--- src/rtl/clock_pkg.sv ---
// Shared types, segment patterns, field limits and BCD helpers for the
// 24-hour wall clock.
package clock_pkg;

    // One BCD digit
    typedef logic [3:0] bcd_t;

    // A two-digit time field (tens, units)
    typedef struct packed {
        bcd_t tens;
        bcd_t units;
    } field_t;

    // Active-high segment patterns, bit order {g,f,e,d,c,b,a}
    localparam logic [6:0] SEG_0     = 7'h3F;
    localparam logic [6:0] SEG_1     = 7'h06;
    localparam logic [6:0] SEG_2     = 7'h5B;
    localparam logic [6:0] SEG_3     = 7'h4F;
    localparam logic [6:0] SEG_4     = 7'h66;
    localparam logic [6:0] SEG_5     = 7'h6D;
    localparam logic [6:0] SEG_6     = 7'h7D;
    localparam logic [6:0] SEG_7     = 7'h07;
    localparam logic [6:0] SEG_8     = 7'h7F;
    localparam logic [6:0] SEG_9     = 7'h6F;
    localparam logic [6:0] SEG_BLANK = 7'h00;

    // Largest legal value of each field
    localparam logic [6:0] SEC_MAX = 7'd59;
    localparam logic [6:0] MIN_MAX = 7'd59;
    localparam logic [6:0] HR_MAX  = 7'd23;

    // Bit positions of the three keys inside the key vector
    localparam int KEY_SEC = 0;
    localparam int KEY_MIN = 1;
    localparam int KEY_HR  = 2;
    localparam int KEY_NUM = 3;

    localparam field_t FIELD_ZERO = {4'd0, 4'd0};

    // Binary value of a two-digit BCD field
    function automatic logic [6:0] fieldValue(input field_t f);
        return ({3'd0, f.tens} * 7'd10) + {3'd0, f.units};
    endfunction

    // True when the field sits on its wrap value
    function automatic logic fieldAtMax(input field_t f, input logic [6:0] maxVal);
        return (fieldValue(f) == maxVal);
    endfunction

    // Field + 1 in BCD, wrapping to 00 after maxVal
    function automatic field_t fieldInc(input field_t f, input logic [6:0] maxVal);
        field_t r;
        if (fieldAtMax(f, maxVal)) begin
            r = FIELD_ZERO;
        end else if (f.units == 4'd9) begin
            r.tens  = f.tens + 4'd1;
            r.units = 4'd0;
        end else begin
            r.tens  = f.tens;
            r.units = f.units + 4'd1;
        end
        return r;
    endfunction

endpackage

--- src/rtl/top_clock_seg7_decoder.sv ---
// BCD digit to active-high 7-segment pattern; non-BCD codes blank the digit.
module seg7_decoder
    import clock_pkg::*;
(
    input  bcd_t       digit,
    output logic [6:0] seg
);

    // Pure lookup from digit value to segment pattern
    always_comb begin
        seg = SEG_BLANK;
        case (digit)
            4'd0:    seg = SEG_0;
            4'd1:    seg = SEG_1;
            4'd2:    seg = SEG_2;
            4'd3:    seg = SEG_3;
            4'd4:    seg = SEG_4;
            4'd5:    seg = SEG_5;
            4'd6:    seg = SEG_6;
            4'd7:    seg = SEG_7;
            4'd8:    seg = SEG_8;
            4'd9:    seg = SEG_9;
            default: seg = SEG_BLANK;
        endcase
    end

endmodule

--- src/rtl/top_clock.sv ---
// 24-hour HH:MM:SS wall clock with debounced set keys and six 7-segment
// digit outputs.  Time lives in BCD registers; the displays are decoded
// straight from those registers so a reset shows 00:00:00 immediately.
module top_clock
    import clock_pkg::*;
#(
    parameter int TICKS_PER_SEC   = 50_000_000,
    parameter int DEBOUNCE_CYCLES = 1_000_000
) (
    input  logic       clk,
    input  logic       rst,
    input  logic       keyHr,
    input  logic       keyMin,
    input  logic       keySec,
    output logic [6:0] hrSegL,
    output logic [6:0] hrSegH,
    output logic [6:0] minSegL,
    output logic [6:0] minSegH,
    output logic [6:0] secSegL,
    output logic [6:0] secSegH
);

    localparam int PRE_W = (TICKS_PER_SEC > 1) ? $clog2(TICKS_PER_SEC) : 1;
    localparam int DB_W  = (DEBOUNCE_CYCLES > 1) ? $clog2(DEBOUNCE_CYCLES) : 1;
    localparam logic [PRE_W-1:0] PRE_LAST = PRE_W'(TICKS_PER_SEC - 1);
    localparam logic [DB_W-1:0]  DB_LAST  = DB_W'(DEBOUNCE_CYCLES - 1);

    logic [KEY_NUM-1:0] keyRaw_s;
    logic [KEY_NUM-1:0] keySync1_r;
    logic [KEY_NUM-1:0] keySync2_r;
    logic [KEY_NUM-1:0] keyStable_r;
    logic [KEY_NUM-1:0] keyPress_r;
    logic [DB_W-1:0]    dbCnt_r [KEY_NUM];

    logic [PRE_W-1:0]   preCnt_r;
    logic               tick_s;

    field_t sec_r;
    field_t min_r;
    field_t hr_r;
    field_t secNext_s;
    field_t minNext_s;
    field_t hrNext_s;
    logic   secCarry_s;
    logic   minCarry_s;

    assign keyRaw_s = {keyHr, keyMin, keySec};

    // Two-flop synchronizer bringing the asynchronous keys into clk
    always_ff @(posedge clk or posedge rst) begin
        if (rst) begin
            keySync1_r <= 3'b000;
            keySync2_r <= 3'b000;
        end else begin
            keySync1_r <= keyRaw_s;
            keySync2_r <= keySync1_r;
        end
    end

    // Debounce: a new level must persist DEBOUNCE_CYCLES samples; accepting a
    // high level emits a single press pulse, so a held key never repeats
    always_ff @(posedge clk or posedge rst) begin
        if (rst) begin
            keyStable_r <= 3'b000;
            keyPress_r  <= 3'b000;
            for (int k = 0; k < KEY_NUM; k++) begin
                dbCnt_r[k] <= '0;
            end
        end else begin
            for (int k = 0; k < KEY_NUM; k++) begin
                if (keySync2_r[k] == keyStable_r[k]) begin
                    dbCnt_r[k]    <= '0;
                    keyPress_r[k] <= 1'b0;
                end else if (dbCnt_r[k] == DB_LAST) begin
                    dbCnt_r[k]     <= '0;
                    keyStable_r[k] <= keySync2_r[k];
                    keyPress_r[k]  <= keySync2_r[k];
                end else begin
                    dbCnt_r[k]    <= dbCnt_r[k] + DB_W'(1);
                    keyPress_r[k] <= 1'b0;
                end
            end
        end
    end

    assign tick_s = (preCnt_r == PRE_LAST);

    // Prescaler: free-running 0..TICKS_PER_SEC-1, untouched by key presses
    always_ff @(posedge clk or posedge rst) begin
        if (rst) begin
            preCnt_r <= '0;
        end else if (tick_s) begin
            preCnt_r <= '0;
        end else begin
            preCnt_r <= preCnt_r + PRE_W'(1);
        end
    end

    // Next-time logic: a press owns its field for the cycle and swallows any
    // tick carry into it; lower fields still follow the tick
    always_comb begin
        secNext_s  = sec_r;
        minNext_s  = min_r;
        hrNext_s   = hr_r;
        secCarry_s = 1'b0;
        minCarry_s = 1'b0;

        if (keyPress_r[KEY_SEC]) begin
            secNext_s = fieldInc(sec_r, SEC_MAX);
        end else if (tick_s) begin
            secNext_s  = fieldInc(sec_r, SEC_MAX);
            secCarry_s = fieldAtMax(sec_r, SEC_MAX);
        end else begin
            secNext_s = sec_r;
        end

        if (keyPress_r[KEY_MIN]) begin
            minNext_s = fieldInc(min_r, MIN_MAX);
        end else if (secCarry_s) begin
            minNext_s  = fieldInc(min_r, MIN_MAX);
            minCarry_s = fieldAtMax(min_r, MIN_MAX);
        end else begin
            minNext_s = min_r;
        end

        if (keyPress_r[KEY_HR]) begin
            hrNext_s = fieldInc(hr_r, HR_MAX);
        end else if (minCarry_s) begin
            hrNext_s = fieldInc(hr_r, HR_MAX);
        end else begin
            hrNext_s = hr_r;
        end
    end

    // Time registers
    always_ff @(posedge clk or posedge rst) begin
        if (rst) begin
            sec_r <= FIELD_ZERO;
            min_r <= FIELD_ZERO;
            hr_r  <= FIELD_ZERO;
        end else begin
            sec_r <= secNext_s;
            min_r <= minNext_s;
            hr_r  <= hrNext_s;
        end
    end

    seg7_decoder uHrH  (.digit(hr_r.tens),   .seg(hrSegH));
    seg7_decoder uHrL  (.digit(hr_r.units),  .seg(hrSegL));
    seg7_decoder uMinH (.digit(min_r.tens),  .seg(minSegH));
    seg7_decoder uMinL (.digit(min_r.units), .seg(minSegL));
    seg7_decoder uSecH (.digit(sec_r.tens),  .seg(secSegH));
    seg7_decoder uSecL (.digit(sec_r.units), .seg(secSegL));

endmodule

--- config.mk ---
export PLATFORM = sky130hd
export DESIGN_NAME = top_clock
export DESIGN_NICKNAME = d
export VERILOG_FILES = /design/src/rtl/clock_pkg.sv /design/src/rtl/top_clock_seg7_decoder.sv /design/src/rtl/top_clock.sv
export SDC_FILE = /design/constraint.sdc
export NUM_CORES = 1
export LEC_CHECK = 0
export ABC_AREA = 1
export BUFFER_PORTS_ARGS = -buffer_cell sky130_fd_sc_hd__buf_2
export CAP_MARGIN = 30
export CORE_MARGIN = 2
export CORE_UTILIZATION = 62
export DETAILED_ROUTE_END_ITERATION = 8
export PLACE_DENSITY = 0.81
export SKIP_CTS_REPAIR_TIMING = 1
export SLEW_MARGIN = 20
export SYNTH_ARGS = -nofsm -noshare
export SYNTH_HDL_FRONTEND = slang
export SYNTH_SLANG_ARGS = --single-unit
--- constraint.sdc ---
create_clock -name clk -period 4.9 [get_ports clk]
set_input_delay 1.225 -clock clk [delete_from_list [all_inputs] [get_ports clk]]
set_output_delay 1.225 -clock clk [all_outputs]
set_load 0.01 [all_outputs]
; Yosys cells after proc, flatten, opt, wreduce, memory -nomap -nowiden
; Memories as Yosys holds them, arrays and structs flattened.
; Cells that the tools add are included.
[op_classes]
eq_ne = 13
n_bitwise = 3
reduce_logical = 6
n_mul = 3
muxes = 29
n_addsub = 13
[ops]
columns = cell, n
row1 = 20-bit two-way mux, 6
row2 = 8-bit two-way mux, 12
row3 = "20-bit by 1-bit adder with 20-bit output, second input constant", 3
row4 = "20-bit == test, second input constant", 3
row5 = "26-bit by 1-bit adder with 26-bit output, second input constant", 1
row6 = "26-bit == test, second input constant", 1
row7 = 26-bit two-way mux, 1
row8 = "4-bit by 1-bit adder with 4-bit output, second input constant", 6
row9 = 7-bit by 4-bit adder with 7-bit output, 3
row10 = "4-bit by 3-bit multiplier with 6-bit output, second input constant", 3
row11 = "7-bit by 6-bit == test with 1-bit output, second input constant", 2
row12 = "4-bit == test, second input constant", 3
row13 = 1-bit two-way mux, 10
row14 = "7-bit by 5-bit == test with 1-bit output, second input constant", 1
row15 = 2-bit AND reduction, 3
row16 = 2-bit nonzero test, 3
row17 = 1-bit == test, 3
row18 = 1-bit NOT, 3
[word_totals]
rom_bits = 672
in_bits = 5
output_inout_bits = 42
ff_bits = 122
n_memories = 6
wordCells = 89
[mem_list]
columns = name, depth, word_bits, read_ports, rd_ports_with_merged_regs, wr, line
row1 = (name not given), 16, 7, 1, 0, 0, top_clock_seg7_decoder.sv:12  ; case (digit)
row2 = (name not given), 16, 7, 1, 0, 0, top_clock_seg7_decoder.sv:12
row3 = (name not given), 16, 7, 1, 0, 0, top_clock_seg7_decoder.sv:12
row4 = (name not given), 16, 7, 1, 0, 0, top_clock_seg7_decoder.sv:12
row5 = (name not given), 16, 7, 1, 0, 0, top_clock_seg7_decoder.sv:12
row6 = (name not given), 16, 7, 1, 0, 0, top_clock_seg7_decoder.sv:12

; Logic depth before layout (Yosys ltp)
; Gate-level depths: netlist of run 1.
[logic_depth]
word_depth = 9
depth_mapped = 16
mapped_depth_nobuf = 16

; By module
; Synthesis of run 1 repeated with hierarchy kept, for this count alone.
[hier_totals]
hier_cells = 1077
hier_area_um2 = 8211.6
[by_module_without_submodules]
columns = mod, area_each_um2, cells_per_inst, seq_area_each_um2, n_inst
row1 = top_clock, 6950.4, 843, 3052.9, 1
row2 = seg7_decoder, 210.2, 39, 0.0, 6

; Least setup slack after synthesis of run 1
; OpenSTA, ideal clock, no wires.
[synth_timing]
path_kind = register to output
start = register hr_r[5] in the netlist's numbering
end = output hrSegH[3]
setup_slack_ns = 2.391
path_stages_with_launch = 5
path_buffers = 0
arrival_ns = 1.284
cell_sequence = dfrtp_1 inv_1 ha_1 a21oi_1 o21ai_0
[synth_via]
elab_chain_len = 1
[synth_lines]
columns = element, line
row1 = "start, declared", top_clock.sv:40  ; field_t hr_r;
row2 = "start signal, assigned", top_clock.sv:144  ; hr_r <= hrNext_s;
row3 = memory read 16 x 7 bit, n/a
row4 = "end, declared", top_clock.sv:16  ; output logic [6:0] hrSegH,
; No other way between the ends.

; Worst setup path after layout of run 1
[layout_timing]
start = register sec_r[5] in the netlist's numbering
end = output secSegH[3]
[layout_via]
elab_chain_len = 1
[layout_lines]
columns = element, line
row1 = "start, declared", top_clock.sv:38  ; field_t sec_r;
row2 = "start signal, assigned", top_clock.sv:142  ; sec_r <= secNext_s;
row3 = memory read 16 x 7 bit, n/a
row4 = "end, declared", top_clock.sv:20  ; output logic [6:0] secSegH
; No other way between the ends.

==> results.json, run 1 <==
{
  "status": "finished clean",
  "r2r_end": "min_r[4]",
  "netlist_area_um2": 8090,
  "p_switching_uw": 514,
  "ys_types": 38,
  "grt_max_degree": 49,
  "seqCellArea_um2": 3050,
  "cp_max_fo": 9,
  "crit_cells": 7,
  "drtIter0Drc": 485,
  "fmax_ghz": 0.316,
  "setup_tns_ps": 0,
  "dr.max_layer_used": "met4",
  "antenna_cells": 0,
  "yosysWarningCount": 0,
  "r2r_slack_ps": 1990,
  "wl_met1_mm": 7.54,
  "htree_levels": 4,
  "slew_headroom_pct": 66.2,
  "grt.total_usage_pct": 24.5,
  "hpwl_mm": 11.4,
  "insertion_delay_ps": 420,
  "io_buffers": 46,
  "min_period_ps": 3170,
  "cap_violations": 0,
  "grt_pass1_vias": 6341,
  "clockBufferDepth": 2,
  "initial_core_util_pct": 63.8,
  "worst_ep_required_time_ps": 3670,
  "async_reset_ff_share_pct": 100,
  "dp_cells": 1251,
  "wirelength_mm": 15.9,
  "fp.dieH_um": 118,
  "ant_nets": 0,
  "synth_nets": 1119,
  "crit_chain": "inv_1 > ha_1 > nand2_1 > inv_1 > o21ai_0 > nand2_1 > buf_2",
  "final_common_cell": "nand2_1",
  "critPathKind": "reg2out",
  "grt_pass1_wl_mm": 28.5,
  "finalHoldWorstSlack_ps": 349,
  "rsz0062_at_grt": "no",
  "area_growth_pct": 12.9,
  "setup_viol": 0,
  "cp_slowest_stage_delay_ps": 520,
  "reg2regPathDepth": 14,
  "power_switching_share_pct": 21.8,
  "combPwrFrac_pct": 2.1,
  "worstMarginPinSlew_ps": 504,
  "cp-startpoint": "sec_r[5]",
  "critPathTopFamily": "flip-flops",
  "layout_common_cells": "213 x nand2_1, 147 x nor2_1, 129 x inv_1",
  "fin_crit_sh_pct": 64.7,
  "seqPwrFrac_pct": 43.3,
  "root_buffer": "clkbuf_16",
  "cts_tree": "yes",
  "reg2reg_from": "sec_r[5]",
  "end_kind": "output port",
  "wl_met3_um": 643,
  "drc_errors": 0,
  "critPathLaunchType": "register",
  "fin_cells": 1283,
  "nNetsFinal": 1176,
  "hold_violations": 0,
  "avgViaCountPerCell": 5.21,
  "synth_edf_count": 0,
  "rows": 41,
  "ios": 47,
  "peakVddDrop_uv": 262,
  "globalplace.congestion": 0.913,
  "first_pass_iters": 5,
  "drive_gt1_share_pct": 11.3,
  "internal-power_mw": 1.85,
  "design.core.area_um2": 12700,
  "drv_slew": 0,
  "die_w_um": 118,
  "fin_skew_ps": 11.4,
  "antenna_found_initial": 0,
  "power_density_nw_per_um2": 259,
  "p_clk_share_pct": 54.6,
  "wl_per_cell_um": 12.4,
  "wl_met2_mm": 7.54,
  "synthFlopType": "dfrtp_1",
  "crit_buf_inv": 3,
  "grt_overflow_total": 0,
  "filler_cell_count": 1025,
  "dieArea_um2": 14000,
  "vias": 6689,
  "cpMaxStageDelayCell": "dfrtp_1",
  "critPathCapture": "secSegH[3]",
  "cp_data_arrival_time_ps": 1940,
  "cts.sinks": 122,
  "yosysSeqAreaShare_pct": 37.7,
  "power.static_leakage_nw": 4.41,
  "clkTransAtPathRegs_ps": 60,
  "cts_made_buffers": 17,
  "synth_seq_cells": 122,
  "hold_class": "reg2reg",
  "syn_area_per_cell_um2": 7.77,
  "netlist_instances": 1041,
  "multi_input_area_um2": 4460
}
[layer usage]
metal	track usage (%)	vias to the layer above
li1	-	3458
met1	33.5	3079
met2	39.1	129
met3	5.41	23
met4	7.45	0
met5	0	-
[cell usage after synthesis, types with 5 or more instances]
| cell | instances | share of area (%) |
|---|---|---|
| inv_2 | 6 | 0.28 |
| ha_1 | 67 | 10 |
| xnor2_1 | 13 | 1.4 |
| nor2_1 | 147 | 6.8 |
| dfrtp_1 | 122 | 38 |
| or2_2 | 8 | 0.62 |
| a21oi_1 | 29 | 1.8 |
| nand4_1 | 28 | 2.2 |
| nor2_2 | 7 | 0.54 |
| nand2_2 | 6 | 0.46 |
| nand3_1 | 74 | 4.6 |
| nor3_1 | 35 | 2.2 |
| nand3b_1 | 5 | 0.46 |
| o21ai_0 | 43 | 2.7 |
| nor4_1 | 8 | 0.62 |
| inv_1 | 130 | 6.0 |
| nand2_1 | 213 | 9.9 |
| xor2_1 | 48 | 5.2 |
| nor2_4 | 6 | 0.84 |
| fa_1 | 6 | 1.5 |
[state kept, by name, indices dropped and copies added, names as in the netlist]
register	flops
dbCnt_r	60
preCnt_r	26
hr_r	8
min_r	8
sec_r	8
keyPress_r	3
keyStable_r	3
keySync1_r	3
keySync2_r	3
[worst reg2reg max path, cell delays in order, from the launching register on]
cell and delay [ps]:
dfrtp_1 490, ha_1 350, ha_1 200, inv_1 60, fa_1 400, inv_1 60, nand2_1 50, nor2_1 90
nand2_1 60, nor2_1 90, nand3_1 160, o21ai_2 420, nand2_1 200, nor2_1 120, nor2_1 50
[stage by stage]
step           utilization, %  area (µm²)  power [mW]  worst slack (ps)
6_report                 72.1        9130        2.36              1730
5_1_grt                  72.1        9130        2.44              1580
4_1_cts                  72.1        9130        2.38              1730
3_5_place_dp             67.3        8520        1.09              2050
3_3_place_gp             67.0        8490        1.09              2150
2_1_floorplan               -        8090        1.07               432
[final cells by class]
type | instances | share of cell area, %
flip-flops and latches | 122 | 33.4
clock buffers | 19 | 4.85
well taps | 172 | 2.36
repair buffers | 48 | 3.04
multi-input cells | 771 | 48.8
inverters | 138 | 5.70
clock inverters | 13 | 1.84
[how the worst min path moves through the flow]
stage	from	slack (ps)	to	cells past startpoint
after floorplan	keySync1_r[0]	330	keySync2_r[0]	0
after global placement	keySync1_r[1]	330	keySync2_r[1]	0
after detailed placement	keySync1_r[0]	340	keySync2_r[0]	0
after CTS	keySync1_r[0]	350	keySync2_r[0]	0
after global routing	keySync1_r[0]	350	keySync2_r[0]	0
final	keySync1_r[2]	350	keySync2_r[2]	0
[power by group through the flow]
stage	clock network [mW]	registers, mW	logic (mW)
floorplan	0	1.04	0.0353
global placement	0	1.04	0.0486
detailed placement	0	1.04	0.0523
CTS	1.31	1.02	0.0525
global route	1.36	1.02	0.0607
finish	1.29	1.02	0.0505
[kinds of logic after synthesis]
logic type,Yosys count,synth area share (%)
DFF,122,37.7
xor gates and xnor gates,61,6.60
buffers and inverters,148,7.18
and+or+nand+nor,554,31.3
AOI/OAI and AO/OA,83,5.31
adders and majority gates,73,11.8
Note: power is estimated with default switching activity, not from simulation.
==> run 2: changes to the inputs <==
Settings changed: CORE_UTILIZATION 62 to 56, PLACE_DENSITY 0.81 to 0.77.
Clock period 4.9 ns to 2.8 ns, I/O delays scaled along.
==> run 2 against run 1 <==
Effect of this change: combinational power grew 74%; non-clock buffer count grew 12; total power rose by 77%; core utilization fell by 6.0 points; largest cell class unchanged; largest power group unchanged.
==> results.json, run 2 (same netlist as run 1, synthesis figures left out) <==
{
  "wl_per_cell_um": 12.3,
  "ios": 47,
  "cp_max_fo": 8,
  "cts_tree": "yes",
  "htree_levels": 4,
  "design.core.area_um2": 14000,
  "clockBufferDepth": 2,
  "fin_skew_ps": 9.49,
  "antenna_found_initial": 0,
  "filler_cell_count": 1163,
  "r2r_slack_ps": 230,
  "grt_pass1_vias": 6447,
  "vias": 6719,
  "initial_core_util_pct": 57.8,
  "nNetsFinal": 1188,
  "grt_overflow_total": 0,
  "reg2reg_from": "sec_r[5]",
  "utilization_pct": 66.1,
  "clkTransAtPathRegs_ps": 60,
  "grt_pass1_wl_mm": 28.2,
  "die_w_um": 124,
  "largest_reg_flops": 60,
  "insertion_delay_ps": 410,
  "cp_slowest_stage_delay_ps": 520,
  "cp_data_arrival_time_ps": 1960,
  "peakVddDrop_uv": 366,
  "critPathTopFamily": "flip-flops",
  "drive_gt1_share_pct": 12.5,
  "largest-register": "dbCnt_r",
  "placed_area_um2": 8600,
  "grt_max_degree": 65,
  "setup_viol": 0,
  "area_growth_pct": 14.3,
  "io_buffers": 46,
  "cts.sinks": 122,
  "critPathLaunchType": "register",
  "wirelength_mm": 16.0,
  "layout_common_cells": "213 x nand2_1, 147 x nor2_1, 129 x inv_1",
  "cp-startpoint": "min_r[4]",
  "grt.total_usage_pct": 22.7,
  "hold_violations": 0,
  "cts_made_buffers": 17,
  "design_area_um2": 9240,
  "avgViaCountPerCell": 5.16,
  "drtIter0Drc": 399,
  "globalplace.congestion": 0.893,
  "fin_crit_sh_pct": 95.0,
  "power.static_leakage_nw": 4.48,
  "crit_buf_inv": 3,
  "first_pass_iters": 7,
  "cap_violations": 0,
  "r2r_end": "hr_r[6]",
  "final_common_cell": "nand2_1",
  "critPathKind": "reg2out",
  "worst_ep_required_time_ps": 2100,
  "dieArea_um2": 15400,
  "hold_class": "in2async",
  "status": "finished clean",
  "drc_errors": 0,
  "finalHoldWorstSlack_ps": 236,
  "seqCellArea_um2": 3050,
  "rows": 43,
  "fmax_ghz": 0.376,
  "antenna_cells": 0,
  "top_regs": "dbCnt_r: 60 flops, preCnt_r: 26 flops",
  "ant_nets": 0,
  "rsz0062_at_grt": "no",
  "setup_tns_ps": 0,
  "crit_chain": "inv_1 > ha_1 > nand2_1 > inv_1 > o21ai_0 > nand2_1 > buf_2",
  "power_density_nw_per_um2": 451,
  "worstMarginPinSlew_ps": 492,
  "slew_headroom_pct": 67.0,
  "reg2regPathDepth": 16,
  "drv_slew": 0,
  "fp.dieH_um": 124,
  "end_kind": "output port",
  "min_period_ps": 2660,
  "cpMaxStageDelayCell": "dfrtp_1",
  "multi_input_area_um2": 4470,
  "root_buffer": "clkbuf_16",
  "hpwl_mm": 11.7
}
run 2: cell types whose count changed in the layout (fill, tap and decap cells not counted), sizes merged:
cell / previous run / this run
clkinv: 7 / 9
bufinv: 3 / 4
buf: 48 / 60
clkinvlp: 2 / 3
inv: 139 / 135
run 2: worst reg2reg max path, cell delays in order, from the launching register on:
cell	delay (ps)
dfrtp_1	380
ha_1	300
ha_1	190
inv_1	70
fa_1	420
inv_1	60
nand2_1	40
nor2_1	80
nand2_1	50
nor2_1	110
nand3_2	160
nor2_2	200
nand2_4	110
nand2_8	100
nand2_4	60
nand2_1	60
nand2_1	50
run 2: worst max-delay path by stage:
stage | endpoint | slack [ps] | cells after the start
after global placement | min_r[4] | 280 | 14
after floorplan | hr_r[5] | 370 | 16
final | minSegH[3] | 140 | 7
after detailed placement | min_r[4] | 200 | 14
after CTS | minSegH[3] | 140 | 7
after global routing | min_r[1] | 30 | 14
run 2: power by group:
| part | switching, mW | internal (mW) | total, mW |
|---|---|---|---|
| Combinational | 0.0654 | 0.0227 | 0.0880 |
| Sequential | 0.0103 | 1.78 | 1.79 |
| Clock | 0.766 | 1.53 | 2.29 |
run 2: per-layer routing:
layer | part of all wire, % | vias to the layer above | track usage (%) | wire [µm]
li1 | - | 3474 | - | -
met1 | 48 | 3105 | 29.9 | 7630
met2 | 48 | 123 | 38.7 | 7760
met3 | 2.9 | 17 | 3.94 | 462
met4 | 1.1 | 0 | 5.83 | 172
met5 | 0 | - | 0 | 0
run 2: layout make-up:
class | instances | share of cell area [%]
Tap cell | 180 | 2.44
Multi-Input combinational cell | 771 | 48.3
Clock buffer | 19 | 4.90
Clock inverter | 13 | 1.88
Timing Repair Buffer | 60 | 3.76
Inverter | 138 | 5.65
Sequential cell | 122 | 33.0
run 2: through the flow:
step	std cells	power (mW)	setup WS [ps]
finish	1303	4.17	139
global route	1303	4.30	28.4
CTS	1303	4.21	141
detailed placement	1271	1.91	200
global placement	1271	1.91	285
floorplan	1041	1.88	369
==> run 3: changes to the inputs <==
Settings changed: BUFFER_PORTS_ARGS -buffer_cell sky130_fd_sc_hd__buf_2 to unset, CORE_UTILIZATION 56 to 59, DONT_BUFFER_PORTS set to 1, PLACE_DENSITY 0.77 to 0.78.
==> run 3 against run 2 <==
Effect of this change: cell count shrank 3.8%; core utilization grew 1.7 points; sequential cell count is the same; combinational power shrank 4.3%; critical path depth grew 7; clock-buffer cell count grew 2; sequential share of layout area grew 0.85 points; wire length shrank 3.0%; setup slack gained 72 ps; global-route usage grew 0.27 points; die area shrank 4.9%.
==> results.json, run 3 (same netlist as run 1, synthesis figures left out) <==
{
  "cap_violations": 0,
  "drive_gt1_share_pct": 8.64,
  "cts.sinks": 122,
  "fp.dieH_um": 121,
  "rows": 42,
  "cp-startpoint": "sec_r[5]",
  "fin_skew_ps": 9.39,
  "setup_viol": 0,
  "clockBufferDepth": 2,
  "fin_cells": 1253,
  "worst_ep_required_time_ps": 3100,
  "vias": 6540,
  "antenna_cells": 0,
  "io_buffers": 0,
  "nNetsFinal": 1143,
  "avgViaCountPerCell": 5.22,
  "initial_core_util_pct": 60.8,
  "dieArea_um2": 14700,
  "status": "finished clean",
  "fmax_ghz": 0.386,
  "cts_tree": "yes",
  "cp_max_fo": 6,
  "hold_class": "in2async",
  "final_common_cell": "nand2_1",
  "grt_pass1_vias": 6207,
  "dp_cells": 1222,
  "cp_data_arrival_time_ps": 2890,
  "wl_per_cell_um": 12.4,
  "grt_overflow_total": 0,
  "reg2reg_from": "sec_r[5]",
  "critPathKind": "reg2reg",
  "ant_nets": 0,
  "setup_tns_ps": 0,
  "reg2regPathDepth": 14,
  "r2r_end": "min_r[4]",
  "power_density_nw_per_um2": 458,
  "slew_headroom_pct": 60.6,
  "drtIter0Drc": 368,
  "top_regs": "dbCnt_r: 60 flops, preCnt_r: 26 flops",
  "cts_made_buffers": 17,
  "worstMarginPinSlew_ps": 590,
  "ios": 47,
  "multi_input_area_um2": 4460,
  "htree_levels": 4,
  "rsz0062_at_grt": "no",
  "drc_errors": 0,
  "fin_total_pwr_mw": 4.12,
  "first_pass_iters": 5,
  "largest-register": "dbCnt_r",
  "end_kind": "register",
  "grt_pass1_wl_mm": 27.3,
  "hold_violations": 0,
  "largest_reg_flops": 60,
  "grt.total_usage_pct": 22.9,
  "die_w_um": 121,
  "critPathLaunchType": "register",
  "antenna_found_initial": 0,
  "drv_slew": 0,
  "seqCellArea_um2": 3050,
  "insertion_delay_ps": 420,
  "clkTransAtPathRegs_ps": 60,
  "finalHoldWorstSlack_ps": 222,
  "grt_max_degree": 64,
  "filler_cell_count": 1122,
  "root_buffer": "clkbuf_16",
  "hpwl_mm": 11.4,
  "min_period_ps": 2590,
  "r2r_slack_ps": 210,
  "fin_crit_sh_pct": 92.5,
  "peakVddDrop_uv": 618,
  "area_growth_pct": 11.4,
  "layout_common_cells": "213 x nand2_1, 147 x nor2_1, 129 x inv_1",
  "wirelength_mm": 15.5,
  "globalplace.congestion": 0.912,
  "design.core.area_um2": 13300,
  "critPathCapture": "min_r[4]",
  "power.static_leakage_nw": 4.34
}
## run 3: final cells by class
type / instances / area share, %
clock buffer: 21 / 5.33
inverter: 138 / 5.79
multi-input combinational: 771 / 49.5
sequential: 122 / 33.9
clock inverter: 10 / 1.57
tap: 176 / 2.44
timing repair buffer: 15 / 1.53
## run 3: layer usage
metal | vias to the layer above | track usage, % | wire length, µm
met5 | - | 0 | 0
met4 | 0 | 6.83 | 192
met3 | 16 | 4.93 | 542
met2 | 118 | 37.3 | 7400
met1 | 3024 | 30.9 | 7410
li1 | 3382 | - | -
## run 3: through the flow
stage | utilization [%] | worst slack (ps) | area, µm²
floorplan | - | 369 | 8090
global placement | 63.1 | 326 | 8390
detailed placement | 63.1 | 238 | 8390
CTS | 67.8 | 201 | 9010
global route | 67.8 | 0.181 | 9010
finish | 67.8 | 211 | 9010
## run 3: how the worst min path moves through the flow
stage | slack (ps) | start | endpoint | cells after the start
after floorplan | 330 | keySync1_r[0] | keySync2_r[0] | 0
after global placement | 350 | keySync1_r[0] | keySync2_r[0] | 0
after detailed placement | 350 | keySync1_r[0] | keySync2_r[0] | 0
after CTS | 230 | rst | keySync1_r[0] | 1
after global routing | 270 | rst | dbCnt_r[47] | 1
final | 220 | rst | dbCnt_r[47] | 1
## run 3: report_power, final
| group | internal, mW | switching [mW] |
|---|---|---|
| logic | 0.0217 | 0.0624 |
| registers | 1.78 | 0.0105 |
| clock network | 1.49 | 0.762 |
| total | 3.29 | 0.835 |
## run 3: critical path: stages (launching register included)
cell     delay [ps]
dfrtp_1         380
ha_1            310
ha_1            210
inv_1            60
fa_1            400
inv_1            60
nand2_1          40
nor2_1           70
nand2_1          50
nor2_1           80
nand3_1         180
o21ai_2         290
nand2_1         160
nor2_1          120
nor2_1           50
